--- config.mk ---
export PLATFORM = sky130hd
export DESIGN_NAME = vx_dcache_lane_buffer
export DESIGN_NICKNAME = d
export VERILOG_FILES = /design/src/rtl/vx_dcache_lane_buffer_pkg.sv /design/src/rtl/vx_dcache_lane_buffer_fifo2.sv /design/src/rtl/vx_dcache_lane_buffer.sv
export SDC_FILE = /design/constraint.sdc
export NUM_CORES = 1
export LEC_CHECK = 0
export BUFFER_PORTS_ARGS = -buffer_cell sky130_fd_sc_hd__buf_4
export CAP_MARGIN = 10
export CORE_UTILIZATION = 53
export DETAILED_ROUTE_END_ITERATION = 8
export MAX_ROUTING_LAYER = met4
export PLACE_DENSITY = 0.84
export SETUP_SLACK_MARGIN = 0.3
export SYNTH_ARGS = -nofsm -noshare
export SYNTH_HDL_FRONTEND = slang
export SYNTH_SLANG_ARGS = --single-unit
--- constraint.sdc ---
create_clock -name clk -period 7.17 [get_ports clk]
set_input_delay 0.717 -clock clk [delete_from_list [all_inputs] [get_ports clk]]
set_output_delay 0.717 -clock clk [all_outputs]
set_load 0.005 [all_outputs]
--- src/rtl/vx_dcache_lane_buffer_pkg.sv ---
// VX_gpu_pkg: shared types for the dcache lane buffer.
// Perf monitor width applies when VX_DCACHE_LANE_PERF_EN is defined.
package VX_gpu_pkg;

    localparam int DCACHE_LANE_ADDR_W = 30;
    localparam int DCACHE_LANE_DATA_W = 32;
    localparam int DCACHE_LANE_TAG_W  = 8;
    localparam int DCACHE_LANE_PERF_W = 44;

    typedef struct packed {
        logic                                rw;
        logic [DCACHE_LANE_ADDR_W-1:0]       addr;
        logic [DCACHE_LANE_DATA_W/8-1:0]     byteen;
        logic [DCACHE_LANE_DATA_W-1:0]       data;
        logic [DCACHE_LANE_TAG_W-1:0]        tag;
    } dcache_lane_req_t;

    typedef struct packed {
        logic [DCACHE_LANE_DATA_W-1:0] data;
        logic [DCACHE_LANE_TAG_W-1:0]  tag;
    } dcache_lane_rsp_t;

    typedef enum logic [1:0] {
        Q_EMPTY = 2'd0,
        Q_ONE   = 2'd1,
        Q_FULL  = 2'd2
    } lane_q_state_e;

endpackage

--- src/rtl/vx_dcache_lane_buffer_fifo2.sv ---
// vx_lane_req_fifo2: 2-entry request queue with full/empty flags.
// Occupancy is tracked by an EMPTY/ONE/FULL state machine.
module vx_lane_req_fifo2
    import VX_gpu_pkg::*;
#(
    parameter int DW = 8
) (
    input  logic          i_clk,
    input  logic          i_rst_n,
    input  logic          i_push,
    input  logic          i_pop,
    input  logic [DW-1:0] i_data,
    output logic [DW-1:0] o_data,
    output logic          o_full,
    output logic          o_empty
);

    lane_q_state_e r_state;
    lane_q_state_e w_state_nxt;
    logic          r_wptr;
    logic          r_rptr;
    logic [DW-1:0] r_mem [2];
    logic          w_push;
    logic          w_pop;

    assign o_full  = (r_state == Q_FULL);
    assign o_empty = (r_state == Q_EMPTY);
    assign w_push  = i_push & ~o_full;
    assign w_pop   = i_pop & ~o_empty;
    assign o_data  = r_mem[r_rptr];

    always_ff @(posedge i_clk or negedge i_rst_n) begin
        if (!i_rst_n) begin
            r_state <= Q_EMPTY;
            r_wptr  <= 1'b0;
            r_rptr  <= 1'b0;
        end else begin
            r_state <= w_state_nxt;
            if (w_push) r_wptr <= ~r_wptr;
            if (w_pop)  r_rptr <= ~r_rptr;
        end
    end

    // Storage needs no reset; occupancy alone decides validity.
    always_ff @(posedge i_clk) begin
        if (w_push) r_mem[r_wptr] <= i_data;
    end

    always_comb begin
        w_state_nxt = r_state;
        unique case (r_state)
            Q_EMPTY: begin
                if (w_push) w_state_nxt = Q_ONE;
            end
            Q_ONE: begin
                if (w_push && !w_pop)      w_state_nxt = Q_FULL;
                else if (!w_push && w_pop) w_state_nxt = Q_EMPTY;
            end
            Q_FULL: begin
                if (w_pop) w_state_nxt = Q_ONE;
            end
            default: w_state_nxt = Q_EMPTY;
        endcase
    end

endmodule

--- src/rtl/vx_dcache_lane_buffer.sv ---
// vx_dcache_lane_buffer: per-lane request queue, read credit cap, response slot.
// Define VX_DCACHE_LANE_PERF_EN for perf counters and the underflow assertion.
module vx_dcache_lane_buffer
    import VX_gpu_pkg::*;
#(
    parameter int ADDR_WIDTH    = DCACHE_LANE_ADDR_W,
    parameter int DATA_WIDTH    = DCACHE_LANE_DATA_W,
    parameter int TAG_WIDTH     = DCACHE_LANE_TAG_W,
    parameter int MAX_PENDING   = 4,
    localparam int BYTEEN_WIDTH = DATA_WIDTH / 8,
    localparam int PCNT_W       = $clog2(MAX_PENDING + 1)
) (
    input  logic                    clk,
    input  logic                    reset,
    input  logic                    core_req_valid,
    output logic                    core_req_ready,
    input  logic                    core_req_rw,
    input  logic [ADDR_WIDTH-1:0]   core_req_addr,
    input  logic [BYTEEN_WIDTH-1:0] core_req_byteen,
    input  logic [DATA_WIDTH-1:0]   core_req_data,
    input  logic [TAG_WIDTH-1:0]    core_req_tag,
    output logic                    core_rsp_valid,
    input  logic                    core_rsp_ready,
    output logic [DATA_WIDTH-1:0]   core_rsp_data,
    output logic [TAG_WIDTH-1:0]    core_rsp_tag,
    output logic                    mem_req_valid,
    input  logic                    mem_req_ready,
    output logic                    mem_req_rw,
    output logic [ADDR_WIDTH-1:0]   mem_req_addr,
    output logic [BYTEEN_WIDTH-1:0] mem_req_byteen,
    output logic [DATA_WIDTH-1:0]   mem_req_data,
    output logic [TAG_WIDTH-1:0]    mem_req_tag,
    input  logic                    mem_rsp_valid,
    input  logic [DATA_WIDTH-1:0]   mem_rsp_data,
    input  logic [TAG_WIDTH-1:0]    mem_rsp_tag,
    output logic                    mem_rsp_ready,
    output logic [PCNT_W-1:0]       pending_count
`ifdef VX_DCACHE_LANE_PERF_EN
    ,
    output logic [DCACHE_LANE_PERF_W-1:0] perf_reads,
    output logic [DCACHE_LANE_PERF_W-1:0] perf_writes,
    output logic [DCACHE_LANE_PERF_W-1:0] perf_read_lat
`endif
);

    localparam int REQ_W = 1 + ADDR_WIDTH + BYTEEN_WIDTH + DATA_WIDTH + TAG_WIDTH;
    localparam logic [PCNT_W-1:0] P_MAX = PCNT_W'(MAX_PENDING);
    localparam logic [PCNT_W-1:0] P_ONE = PCNT_W'(1);

    logic [REQ_W-1:0]      w_push_data;
    logic [REQ_W-1:0]      w_head;
    logic                  w_full;
    logic                  w_empty;
    logic                  w_push;
    logic                  w_pop;
    logic                  w_credit_ok;
    logic                  w_rd_fire;
    logic                  w_rsp_fire;
    logic                  w_crsp_fire;
    logic [PCNT_W-1:0]     r_pend;
    logic                  r_rsp_valid;
    logic [DATA_WIDTH-1:0] r_rsp_data;
    logic [TAG_WIDTH-1:0]  r_rsp_tag;

    assign w_push_data = {core_req_rw, core_req_addr, core_req_byteen,
                          core_req_data, core_req_tag};
    assign core_req_ready = ~w_full;
    assign w_push         = core_req_valid & ~w_full;

    vx_lane_req_fifo2 #(
        .DW (REQ_W)
    ) u_req_fifo (
        .i_clk   (clk),
        .i_rst_n (reset),
        .i_push  (w_push),
        .i_pop   (w_pop),
        .i_data  (w_push_data),
        .o_data  (w_head),
        .o_full  (w_full),
        .o_empty (w_empty)
    );

    assign {mem_req_rw, mem_req_addr, mem_req_byteen,
            mem_req_data, mem_req_tag} = w_head;

    // A blocked read head also holds back writes queued behind it.
    assign w_credit_ok   = (r_pend < P_MAX);
    assign mem_req_valid = ~w_empty & (mem_req_rw | w_credit_ok);
    assign w_pop         = mem_req_valid & mem_req_ready;
    assign w_rd_fire     = w_pop & ~mem_req_rw;

    assign mem_rsp_ready = ~r_rsp_valid | core_rsp_ready;
    assign w_rsp_fire    = mem_rsp_valid & mem_rsp_ready;
    assign w_crsp_fire   = r_rsp_valid & core_rsp_ready;

    always_ff @(posedge clk or negedge reset) begin
        if (!reset) begin
            r_pend <= '0;
        end else if (w_rd_fire && !w_rsp_fire) begin
            r_pend <= r_pend + P_ONE;
        end else if (!w_rd_fire && w_rsp_fire && r_pend != '0) begin
            r_pend <= r_pend - P_ONE;
        end
    end

    assign pending_count = r_pend;

    always_ff @(posedge clk or negedge reset) begin
        if (!reset) begin
            r_rsp_valid <= 1'b0;
        end else if (w_rsp_fire) begin
            r_rsp_valid <= 1'b1;
        end else if (w_crsp_fire) begin
            r_rsp_valid <= 1'b0;
        end
    end

    always_ff @(posedge clk) begin
        if (w_rsp_fire) begin
            r_rsp_data <= mem_rsp_data;
            r_rsp_tag  <= mem_rsp_tag;
        end
    end

    assign core_rsp_valid = r_rsp_valid;
    assign core_rsp_data  = r_rsp_data;
    assign core_rsp_tag   = r_rsp_tag;

`ifdef VX_DCACHE_LANE_PERF_EN
    localparam int PERF_W = DCACHE_LANE_PERF_W;
    localparam logic [PERF_W-1:0] PERF_ONE = PERF_W'(1);

    logic [PERF_W-1:0] r_perf_reads;
    logic [PERF_W-1:0] r_perf_writes;
    logic [PERF_W-1:0] r_perf_lat;

    always_ff @(posedge clk or negedge reset) begin
        if (!reset) begin
            r_perf_reads  <= '0;
            r_perf_writes <= '0;
            r_perf_lat    <= '0;
        end else begin
            if (w_rd_fire)              r_perf_reads  <= r_perf_reads + PERF_ONE;
            if (w_pop && mem_req_rw)    r_perf_writes <= r_perf_writes + PERF_ONE;
            r_perf_lat <= r_perf_lat + PERF_W'(r_pend);
        end
    end

    assign perf_reads    = r_perf_reads;
    assign perf_writes   = r_perf_writes;
    assign perf_read_lat = r_perf_lat;

    a_no_underflow: assert property (
        @(posedge clk) disable iff (!reset) !(w_rsp_fire && r_pend == '0)
    );
`endif

endmodule

* Word-level counts from Yosys, hierarchy flattened
Memories as Yosys holds them, arrays and structs flattened.
Index checks and enable logic that the tools add are counted.
** Operators by class
- $add $sub $neg :: 2
- Magnitude comparators :: 1
- Equality and inequality tests :: 5
- Multiplexer cells :: 11
- Bitwise logic cells :: 16
- Reduce and logical (&&, ||, !) cells :: 14
** Operators by type and width (count)
- $and 1x1->1 :: 8
- $mux 2 :: 4
- $mux 3 :: 2
- $not 1->1 :: 6
- $pmux 2 s3 :: 1
- $logic_and 1x1->1 :: 5
- $logic_not 1->1 :: 4
- $mux 1 :: 4
- $ne 2x2->1 const B :: 2
- $reduce_bool 2->1 :: 2
- $add 3x1->3 const B :: 1
- $lt 3x3->1 const B :: 1
- $ne 3x1->1 const B :: 1
- $reduce_and 3->1 :: 1
- $reduce_bool 3->1 :: 1
- $sub 3x1->3 const B :: 1
- $eq 2x1->1 const B :: 1
- $eq 2x2->1 const B :: 1
- $logic_not 2->1 :: 1
- $or 1x1->1 :: 2
** Storage, ports and cells
- Register bits after elaboration :: 48
- Memory bits (writable) :: 150
- Input port bits :: 121
- Output and inout port bits :: 122
- Word-level logic and storage cells :: 57
- Memories :: 1
** Memory list
- u_req_fifo.r_mem :: depth 2, bits a word 75, read ports 1, clocked after Yosys merged registers in 0, write ports 1, line vx_dcache_lane_buffer_fifo2.sv:22 : logic [DW-1:0] r_mem [2];

* Longest topological paths before layout
- Word-level depth :: 10
- Depth in mapped cells :: 8
- Depth with buffers taken out :: 8

* Hierarchy
A second synthesis with hierarchy kept.
** Unflattened totals
- Cells, all modules :: 327
- Area, all modules :: 7267.0 um2
** Modules (own cells, without submodules)
- vx_lane_req_fifo2 :: times used 1, cells each 252, area an instance 5765.5 um2, seq. area each 4604.4 um2
- vx_dcache_lane_buffer :: times used 1, cells each 75, area an instance 1501.4 um2, seq. area each 1301.2 um2

* Worst setup path after synthesis
No wires, ideal clock.
- Path kind :: input-to-reg
- Start point :: input port core_req_valid
- End point :: memory u_req_fifo.r_mem[0][0] in the netlist's numbering (enable)
- Library setup time :: 509 ps
- Data arrival time :: 3938 ps
- Required time :: 6661 ps
- Path slack :: 2723 ps
- Stages :: 2
- Buffers on the path :: 0
- Cells stage by stage :: nand2_1 nor2_1
** Between the ends
- Word-level cells in the longest chain between the ends :: 4
** RTL lines
- start: declaration :: line vx_dcache_lane_buffer.sv:15 : input logic core_req_valid,
- $and 1x1->1 :: line vx_dcache_lane_buffer.sv:68 : assign w_push = core_req_valid & ~w_full;
- $and 1x1->1 :: line vx_dcache_lane_buffer_fifo2.sv:28 : assign w_push = i_push & ~o_full;
- $mux 1 :: line vx_dcache_lane_buffer_fifo2.sv:46 : if (w_push) r_mem[r_wptr] <= i_data;
- $mux 1 (not written as such) :: line vx_dcache_lane_buffer_fifo2.sv:46
- end: declaration :: line vx_dcache_lane_buffer_fifo2.sv:22
Every way passes these cells.

* Final worst setup path
- Start point :: register u_req_fifo.r_rptr
- End point :: register r_pend[2] (netlist: pending_count[2])
** Between the ends
- Word-level cells in the longest chain between the ends :: 9
- Elaborated cells between the ends (all ways) :: 12
- Classes of those cells :: mux: 1; bitwise: 5; reduce/logical: 5; memory: 1
** RTL lines
- start: declaration :: line vx_dcache_lane_buffer_fifo2.sv:21 : logic r_rptr;
- start signal: assignment :: line vx_dcache_lane_buffer_fifo2.sv:40 : if (w_pop) r_rptr <= ~r_rptr;
- $mem_v2 2x75 (*)
- $or 1x1->1 :: line vx_dcache_lane_buffer.sv:88 : assign mem_req_valid = ~w_empty & (mem_req_rw | w_credit_ok);
- $and 1x1->1 :: line vx_dcache_lane_buffer.sv:88
- $and 1x1->1 :: line vx_dcache_lane_buffer.sv:89 : assign w_pop = mem_req_valid & mem_req_ready;
- $and 1x1->1 (*) :: line vx_dcache_lane_buffer.sv:90 : assign w_rd_fire = w_pop & ~mem_req_rw;
- $logic_not 1->1 :: line vx_dcache_lane_buffer.sv:101 : end else if (!w_rd_fire && w_rsp_fire && r_pend != '0) begin
- $logic_and 1x1->1 (2 in series) :: line vx_dcache_lane_buffer.sv:101
- $reduce_bool 2->1 (no line)
- end signal: assignment :: line vx_dcache_lane_buffer.sv:100 : r_pend <= r_pend + P_ONE;
- end signal: assignment :: line vx_dcache_lane_buffer.sv:102 : r_pend <= r_pend - P_ONE;
- end: declaration :: line vx_dcache_lane_buffer.sv:60 : logic [PCNT_W-1:0] r_pend;
Every way passes the cells marked *; elsewhere a longest branch is shown, timed or not.
A chain may end at the register's enable or synchronous reset.

==> impl_metrics.json <==
{
  "drt_iter0_markers": 338,
  "initial_utilization": 0.550,
  "synthTopCellsByArea": "edfxtp_1 (81%), mux2_2 (12%), dfrtp_1 (2.8%)",
  "worst_slack_ps": 3420,
  "cp.arrival_ps": 4090,
  "dpl_worst_slack_ps": 3480,
  "setup_viol": 0,
  "total_power_mw": 3.53,
  "r2r_setup_slack_ps": 3420,
  "wirelength_um": 15000,
  "report.final.slew_viol_count": 0,
  "p_leak_nw": 3.74,
  "num_antenna_cells": 0,
  "clk_pin_slew_ps": 70,
  "grt_max_degree": 77,
  "cts.sinks": 198,
  "maxCapViolCount": 0,
  "dpl_cell_area_um2": 9090,
  "synth-seq-area-share": 0.837,
  "peakVddDrop_uv": 220,
  "use_met1": 0.281,
  "area_growth_pct": 37.2,
  "top_usage_layer": "met2",
  "worst_ep_required_time_ps": 7510,
  "path_max_fanout": 76,
  "crit_end": "pending_count[2]",
  "critPathLaunchType": "flop",
  "fillers": 727,
  "hp-class": "input pin to asynchronous set/reset pin",
  "cts_buffer_depth": 2,
  "grt_usage": 0.234,
  "core_region_area_um2": 12800,
  "vias": 3956,
  "post-route-drc-count": 0,
  "post_drt_wl_per_cell_um": 19.6,
  "cts_setup_buffers": 0,
  "final.period_utilization": 0.523,
  "cts_root_buf": "clkbuf_16",
  "die_x_um": 117,
  "ant_nets": 0,
  "critical_path.reg2reg.startpoint": "u_req_fifo.r_rptr",
  "dieArea_um2": 13800,
  "synth.distinct_cells": 29,
  "io_buffers": 242,
  "p_per_area_nw_per_um2": 365,
  "fp.dieH_um": 117,
  "syn_nets": 449,
  "synth-seq-cells": 198,
  "final_cell_area_um2": 9680,
  "crit_path_end_kind": "flop",
  "syn_area_um2": 7060,
  "ctsHoldBuffers": 0,
  "syn_avg_cell_area_um2": 21.7,
  "rows": 41,
  "cts_made_buffers": 17,
  "cts_resized": 0,
  "gp_congestion": 0.829,
  "dp_hpwl_um": 10100,
  "htree_levels": 4,
  "outcome": "finished, final reports clean",
  "fin_crit_ps": 3750,
  "startpoint": "u_req_fifo.r_rptr",
  "fin_setup_tns_ps": 0,
  "worst_slew_pin_slew_ps": 1040,
  "drtPass1Iterations": 4,
  "finClkSkew_ps": 6.77,
  "met2_usage": 0.384,
  "grt_pass1_wl_um": 23100,
  "cts_tree": "yes",
  "io_pins": 243,
  "postSynthCellCount": 326,
  "grt_pass1_vias": 4195,
  "rsz0062_at_grt": "no",
  "antenna_found_initial": 0,
  "relSlewSlack": 0.309,
  "drive_above_1_share": 0.594,
  "synth_top_cell_area_share": 0.808,
  "grt-ovfl-total": 0,
  "finalHoldViolCount": 0,
  "whs_ps": 98.3,
  "regArea_um2": 5910,
  "vias_per_cell": 5.17,
  "yosys_warnings": 0,
  "yosysTopAreaCell": "edfxtp_1",
  "grtUsageMet3": 0.0554,
  "worst-setup-path-type": "flop to flop",
  "reg2reg_depth": 7,
  "reg2reg_to": "pending_count[2]",
  "multi_input_area_um2": 1120,
  "clock_latency_ps": 430,
  "nets": 704,
  "fmax_ghz": 0.267
}
-- final cells by class --
cell class,instances,share of cell area
inverter,3,0.00116
clock buffer,19,0.0447
multi-input combinational,117,0.116
clock inverter,12,0.0162
sequential,198,0.610
tap,172,0.0222
timing repair buffer,244,0.189
-- cells by family (layout without fill, tap and decap cells) --
kind of cell	count (synthesis)	in the layout	share of synthesized area
adders and majority gates	2	2	0.00461
and+or+nand+nor	27	27	0.0213
AOI/OAI and AO/OA	10	10	0.00816
muxes	76	76	0.121
xor gates and xnor gates	2	2	0.00248
buffers and inverters	11	278	0.00585
DFF	198	198	0.837
-- placed cells by master (no fill, tap or decap), drive strengths merged, types with 2 or more instances in the layout --
cell	n
buf	244
edfxtp	190
mux2	74
clkbuf	19
dfrtp	8
nand2	6
clkinv	5
o21ai	4
clkinvlp	4
nor2	4
nand2b	3
nand3	3
bufinv	3
inv	3
mux2i	2
a21oi	2
or4	2
xnor2	2
o22ai	2
and3	2
-- power breakdown --
group          internal (mW)  switching, mW
combinational          0.532          0.364
clock                  0.547          0.398
sequential              1.54          0.158
total                   2.61          0.921
-- how the worst min path moves through the flow --
| stage | from | endpoint | slack, ps | cells after the start |
|---|---|---|---|---|
| 2_1_floorplan | reset | core_rsp_valid | 420 | 0 |
| 3_3_place_gp | u_req_fifo.r_state[1] | u_req_fifo.r_state[0] | 480 | 1 |
| 3_5_place_dp | u_req_fifo.r_state[1] | u_req_fifo.r_state[1] | 510 | 1 |
| 4_1_cts | reset | pending_count[2] | 90 | 1 |
| 5_1_grt | reset | u_req_fifo.r_state[0] | 90 | 1 |
| 6_report | reset | u_req_fifo.r_state[0] | 100 | 1 |
-- layer usage --
layer  wire length (µm)  vias to the layer above
met3                961                       26
met5                  0                        -
met2               7770                      170
met4                345                        0
li1                   -                     1797
met1               5950                     1963
-- flip-flops by register name, summed over array words and instances, names as in the netlist --
| name | flops |
|---|---|
| u_req_fifo.r_mem | 150 |
| core_rsp_data | 32 |
| core_rsp_tag | 8 |
| pending_count | 3 |
| u_req_fifo.r_state | 2 |
| core_rsp_valid | 1 |
| u_req_fifo.r_rptr | 1 |
| u_req_fifo.r_wptr | 1 |
-- stage by stage --
step / utilization / instances
final: 0.755 / 765
after global routing: 0.755 / 765
after CTS: 0.755 / 765
after detailed placement: 0.709 / 734
after global placement: 0.709 / 734
after floorplan: - / 326
-- worst max-delay path, cell delays in order (launching register included) --
cell	delay, ps
dfrtp_4	1100
mux2i_1	380
inv_2	80
nor4b_1	800
nand2_1	180
fa_1	440
or4_1	510
o211ai_1	160
-- cell usage after synthesis --
| cell type | count |
|---|---|
| nand2_1 | 6 |
| nand3_1 | 3 |
| or3_1 | 1 |
| inv_1 | 2 |
| xnor2_1 | 2 |
| dfrtp_1 | 8 |
| a21boi_0 | 1 |
| nor2_1 | 4 |
| and2_1 | 1 |
| nand2b_1 | 3 |
| inv_2 | 1 |
| o22ai_1 | 2 |
| edfxtp_1 | 190 |
| mux2i_1 | 2 |
| nand3b_1 | 1 |
| fa_1 | 1 |
| a21oi_1 | 2 |
| nand4_1 | 1 |
| or2_2 | 1 |
| ha_1 | 1 |
| nor4b_1 | 1 |
| and3_1 | 2 |
| or4_1 | 2 |
| buf_1 | 3 |
| o21ai_0 | 4 |
| clkbuf_1 | 5 |
| o211ai_1 | 1 |
| mux2_2 | 74 |
| or4b_1 | 1 |
Power figures use the tool's default switching activity.
